$ cat src/rtl/phase_freq_detector.sv
`default_nettype none
// ============================================================================
// Module      : phase_freq_detector
// Description : Sampled bang-bang phase/frequency detector. Rising edges of
//               the reference clock and the DCO feedback are synchronised to
//               clk and compared. The result is one-cycle UP/DN pulses for the
//               loop controller, the measured edge offset and a lock flag.
// Ports       : clk       - system clock, rising edge
//               reset     - synchronous, active-high reset
//               ref_in    - reference clock (asynchronous to clk)
//               fb_in     - divided DCO feedback (asynchronous to clk)
//               UP        - one-cycle pulse, reference leads
//               DN        - one-cycle pulse, feedback leads
//               phase_err - offset of the last comparison in clk cycles (sat 255)
//               err_valid - one-cycle pulse, phase_err updated this cycle
//               lock      - LOCK_COUNT consecutive comparisons inside deadzone
// Revision    : 1.0 - initial release
// ============================================================================
module phase_freq_detector #(
    parameter int SYNC_STAGES = 2,
    parameter int DEADZONE    = 1,
    parameter int LOCK_COUNT  = 16,
    parameter int TIMEOUT     = 255
) (
    input  logic       clk,
    input  logic       reset,
    input  logic       ref_in,
    input  logic       fb_in,
    output logic       UP,
    output logic       DN,
    output logic [7:0] phase_err,
    output logic       err_valid,
    output logic       lock
);

    localparam logic [7:0] c_DEADZONE   = 8'(DEADZONE);
    localparam logic [7:0] c_LOCK_COUNT = 8'(LOCK_COUNT);
    localparam logic [7:0] c_TIMEOUT    = 8'(TIMEOUT);
    localparam logic [7:0] c_ERR_MAX    = 8'hFF;

    typedef enum logic [1:0] {
        IDLE     = 2'd0,
        WAIT_FB  = 2'd1,
        WAIT_REF = 2'd2
    } state_t;

    // Synchroniser chains plus one history flop per input
    logic [SYNC_STAGES-1:0] ref_sync_q;
    logic [SYNC_STAGES-1:0] fb_sync_q;
    logic                   ref_hist_q;
    logic                   fb_hist_q;

    state_t     state_q, state_d;
    logic [7:0] cnt_q, cnt_d;
    logic [7:0] lock_cnt_q, lock_cnt_d;
    logic       up_q, up_d;
    logic       dn_q, dn_d;
    logic [7:0] err_q, err_d;
    logic       valid_q, valid_d;
    logic       lock_q, lock_d;

    logic       w_ref_rise;
    logic       w_fb_rise;
    logic [7:0] w_cnt_inc;

    // History flops reset to 0, so an input already high at reset release
    // is reported as a rising edge.
    assign w_ref_rise = ref_sync_q[SYNC_STAGES-1] & ~ref_hist_q;
    assign w_fb_rise  = fb_sync_q[SYNC_STAGES-1]  & ~fb_hist_q;
    assign w_cnt_inc  = (cnt_q == 8'hFF) ? cnt_q : cnt_q + 8'd1;

    always_comb begin
        state_d    = state_q;
        cnt_d      = cnt_q;
        up_d       = 1'b0;
        dn_d       = 1'b0;
        valid_d    = 1'b0;
        err_d      = err_q;
        lock_cnt_d = lock_cnt_q;

        case (state_q)
            IDLE: begin
                if (w_ref_rise && w_fb_rise) begin
                    // Coincident edges: zero offset, never outside deadzone
                    valid_d = 1'b1;
                    err_d   = 8'd0;
                end else if (w_ref_rise) begin
                    state_d = WAIT_FB;
                    cnt_d   = 8'd1;
                end else if (w_fb_rise) begin
                    state_d = WAIT_REF;
                    cnt_d   = 8'd1;
                end
            end
            WAIT_FB: begin
                cnt_d = w_cnt_inc;
                if (w_fb_rise) begin
                    valid_d = 1'b1;
                    err_d   = cnt_q;
                    up_d    = (cnt_q > c_DEADZONE);
                    if (w_ref_rise) begin
                        // A new reference edge opens the next comparison
                        cnt_d = 8'd1;
                    end else begin
                        state_d = IDLE;
                    end
                end else if (w_ref_rise) begin
                    // Feedback missed a whole reference cycle
                    valid_d = 1'b1;
                    up_d    = 1'b1;
                    err_d   = c_ERR_MAX;
                    cnt_d   = 8'd1;
                end else if (cnt_q == c_TIMEOUT) begin
                    valid_d = 1'b1;
                    up_d    = 1'b1;
                    err_d   = c_ERR_MAX;
                    state_d = IDLE;
                end
            end
            WAIT_REF: begin
                cnt_d = w_cnt_inc;
                if (w_ref_rise) begin
                    valid_d = 1'b1;
                    err_d   = cnt_q;
                    dn_d    = (cnt_q > c_DEADZONE);
                    if (w_fb_rise) begin
                        cnt_d = 8'd1;
                    end else begin
                        state_d = IDLE;
                    end
                end else if (w_fb_rise) begin
                    valid_d = 1'b1;
                    dn_d    = 1'b1;
                    err_d   = c_ERR_MAX;
                    cnt_d   = 8'd1;
                end else if (cnt_q == c_TIMEOUT) begin
                    valid_d = 1'b1;
                    dn_d    = 1'b1;
                    err_d   = c_ERR_MAX;
                    state_d = IDLE;
                end
            end
            default: begin
                state_d = IDLE;
                cnt_d   = 8'd0;
            end
        endcase

        // Lock counter advances only on reported events
        if (valid_d) begin
            if (up_d || dn_d) begin
                lock_cnt_d = 8'd0;
            end else if (lock_cnt_q < c_LOCK_COUNT) begin
                lock_cnt_d = lock_cnt_q + 8'd1;
            end
        end
    end

    assign lock_d = (lock_cnt_d == c_LOCK_COUNT);

    always_ff @(posedge clk) begin
        if (reset) begin
            ref_sync_q <= '0;
            fb_sync_q  <= '0;
            ref_hist_q <= 1'b0;
            fb_hist_q  <= 1'b0;
            state_q    <= IDLE;
            cnt_q      <= 8'd0;
            lock_cnt_q <= 8'd0;
            up_q       <= 1'b0;
            dn_q       <= 1'b0;
            err_q      <= 8'd0;
            valid_q    <= 1'b0;
            lock_q     <= 1'b0;
        end else begin
            ref_sync_q <= {ref_sync_q[SYNC_STAGES-2:0], ref_in};
            fb_sync_q  <= {fb_sync_q[SYNC_STAGES-2:0], fb_in};
            ref_hist_q <= ref_sync_q[SYNC_STAGES-1];
            fb_hist_q  <= fb_sync_q[SYNC_STAGES-1];
            state_q    <= state_d;
            cnt_q      <= cnt_d;
            lock_cnt_q <= lock_cnt_d;
            up_q       <= up_d;
            dn_q       <= dn_d;
            err_q      <= err_d;
            valid_q    <= valid_d;
            lock_q     <= lock_d;
        end
    end

    assign UP        = up_q;
    assign DN        = dn_q;
    assign phase_err = err_q;
    assign err_valid = valid_q;
    assign lock      = lock_q;

endmodule
`default_nettype wire

$ cat config.mk
export PLATFORM = sky130hd
export DESIGN_NAME = phase_freq_detector
export DESIGN_NICKNAME = d
export VERILOG_FILES = /design/src/rtl/phase_freq_detector.sv
export SDC_FILE = /design/constraint.sdc
export NUM_CORES = 1
export LEC_CHECK = 0
export ABC_AREA = 1
export CAP_MARGIN = 20
export CORE_MARGIN = 8
export CORE_UTILIZATION = 49
export CTS_CLUSTER_SIZE = 10
export DETAILED_ROUTE_END_ITERATION = 8
export HOLD_SLACK_MARGIN = 0.08
export MAX_ROUTING_LAYER = met4
export PLACE_DENSITY = 0.76
export SKIP_LAST_GASP = 1
export SLEW_MARGIN = 15
export SYNTH_ARGS = -nofsm -noshare
export SYNTH_HDL_FRONTEND = slang
export SYNTH_SLANG_ARGS = --single-unit
$ cat constraint.sdc
create_clock -name clk -period 2.2 [get_ports clk]
set_input_delay 0.44 -clock clk [delete_from_list [all_inputs] [get_ports clk]]
set_output_delay 0.44 -clock clk [all_outputs]
set_load 0.01 [all_outputs]
==> results_dict.tcl <==
set metrics [dict create \
    rows 22 \
    drive_gt1_frac 0.0996 \
    cp.buffers_inverters 1 \
    async_reset_ff_frac 0 \
    final_hold_viol_count 0 \
    synth_ff_type "dfxtp_1" \
    synth_area_leaders "dfxtp_1 (39%), nand2_1 (8.4%), inv_1 (8.2%)" \
    die_h_um 77.7 \
    die_area_um2 6040 \
    maxCapViolations 0 \
    synth_top_cell_by_area "dfxtp_1" \
    clkSinkCount 36 \
    grt_max_degree 16 \
    dr.first_iter.drc_count 67 \
    final.period_utilization 0.831 \
    p_per_area_nw_per_um2 704 \
    synth.avg_cell_area_um2 7.18 \
    grt_first_pass_wirelength_um 6560 \
    ys_types 29 \
    vias_per_cell 5.17 \
    status "completed" \
    dp_slack_ns 0.409 \
    die-width_um 77.7 \
    post-cts-setup-buffers 0 \
    cts_buffers 5 \
    wl_per_cell_um 12.1 \
    layout.nets 294 \
    port_buffers 15 \
    fin_hold_ws_ns 0.405 \
    yosysWarnings 0 \
    vdd_drop_max_mv 0.367 \
    slew_viol_final 0 \
    num_antenna_cells 0 \
    drt-total-wl_um 3970 \
    ios 16 \
    first_pass_iters 4 \
    synth_edf_count 0 \
    path_delay_family "simple AND/OR/NAND/NOR gates" \
    worst_slack_ns 0.373 \
    routabilityCongestion 0.924 \
    rsz0062_at_grt "no" \
    worstPathCellList "ha_1 -> inv_1 -> nor2_2 -> nand2_2 -> nand2_4 -> nand2_4 -> nand2_1 -> nand2_2 -> o21ai_1 -> nor2_1 -> nand2_1 -> nor2_1" \
    critPathKind "flop to flop" \
    worstSkewPairLatency_ns 0.29 \
    root_buffer "clkbuf_8" \
    max_freq_mhz 547 \
    synthesis.nets 273 \
    hold_class "flop to flop" \
    area_growth_pct 16.6 \
    track_usage 0.135 \
    ant_nets 0 \
    synth.cells.most_frequent "nand2_1 (42), inv_1 (41), dfxtp_1 (36)" \
    clockBufferDepth 2 \
    synth_seq_cells 36 \
    worst_slew_pin_slew_ns 0.307 \
    required_ns 2.39 \
    cpPeakStageDelay_ns 0.47 \
    p_leak_nw 0.907 \
    fin_setup_tns_ns 0 \
    cp_slowest_cell "dfxtp_1" \
    cts_resized 0 \
    dp_hpwl_um 3030 \
    crit_path_end_kind "flop" \
    finClkSkew_ns 0.0104 \
    core_area_um2 3660 \
    startpoint_type "flop" \
    cts_tree "built" \
    timing.final.crit_period_ns 1.83 \
    synth.top_cell.area_share 0.386 \
    antenna_found_initial 0 \
    relSlewSlack 0.796 \
    grt_pass1_vias 1473 \
    grt.overflow.total 0 \
    critical_path_arrival_ns 2.02 \
    cts-hold-fix-buffers 0 \
    syn_inst 260 \
    start_util 0.510 \
    yosysSeqAreaShare 0.386 \
    drc 0 \
    htree_num_levels 2 \
    num_vias 1700 \
    yosysMostFrequentCell "nand2_1" \
    clk_pin_slew_ns 0.07 \
    finalSetupViolations 0 \
    synth_area_um2 1870 \
    worstPathMaxFanout 7 \
]
## layout by cell type (no fill, tap or decap), types with 3 or more instances in the layout
| cell type | n |
|---|---|
| nand2_1 | 42 |
| inv_1 | 41 |
| dfxtp_1 | 36 |
| nor2_1 | 32 |
| o21ai_0 | 24 |
| nand3_1 | 17 |
| a21oi_1 | 15 |
| clkdlybuf4s50_1 | 15 |
| ha_1 | 9 |
| clkbuf_8 | 7 |
| nor3_1 | 6 |
| nand2_2 | 5 |
| o211ai_1 | 4 |
| inv_2 | 3 |
## area by class of cell
class	count	area (um^2)
flip-flops and latches	36	721
well taps	48	60.1
fillers	334	1480
multi-input cells	177	970
clock buffers	7	96.3
repair buffers	17	165
inverters	44	165
## final timing paths
path,startpoint,to,slack (ns),cells after the start
worst max-delay path,cnt_q[0],lock,0.37,12
worst min register to register,ref_sync_q[0],ref_sync_q[1],0.41,2
worst min-delay path,ref_sync_q[0],ref_sync_q[1],0.41,2
worst max register to register,cnt_q[0],lock,0.37,12
## power by group
group / switching [mW] / internal [mW] / leakage (nW)
logic: 0.197 / 0.111 / 0.565
registers: 0.0311 / 0.684 / 0.292
clock network: 0.231 / 0.279 / 0.0503
## per-layer routing
| metal | share of wire | track usage | vias up |
|---|---|---|---|
| met2 | 0.43 | 0.197 | 49 |
| met4 | 0.015 | 0.0547 | 0 |
| li1 | - | - | 879 |
| met1 | 0.49 | 0.166 | 764 |
| met3 | 0.068 | 0.0461 | 8 |
| met5 | 0 | - | - |
## worst min-delay path, delay by kind of cell (launching register included)
kind / cells / cell delay (ns)
buf+inv: 1 / 0.04
flops: 1 / 0.30
simple gates: 1 / 0.03
## cells by family (layout without fill, tap and decap cells)
kind of cell               after synthesis  after routing  share of synthesized area
AOI/OAI and AO/OA                       53             53                      0.169
adders and majority gates                9              9                     0.0603
buffers and inverters                   47             68                     0.0945
DFF                                     36             36                      0.386
and+or+nand+nor                        115            115                      0.290
## state kept, by name (all words and copies together), names as in the netlist
register and flops:
cnt_q 8, ref_hist_q 1, DN 1, state_q 2
UP 1, phase_err 8, err_valid 1, lock_cnt_q 8
ref_sync_q 2, fb_hist_q 1, lock 1, fb_sync_q 2
## stage by stage
stage | utilization | cell area (um^2) | total power, mW | cells
finish | 0.595 | 2180 | 1.53 | 329
global route | 0.595 | 2180 | 1.61 | 329
CTS | 0.595 | 2180 | 1.53 | 329
detailed placement | 0.568 | 2080 | 1.03 | 322
global placement | 0.568 | 2080 | 1.03 | 322
floorplan | - | 1870 | 0.944 | 260
Power figures use the tool's default switching activity.
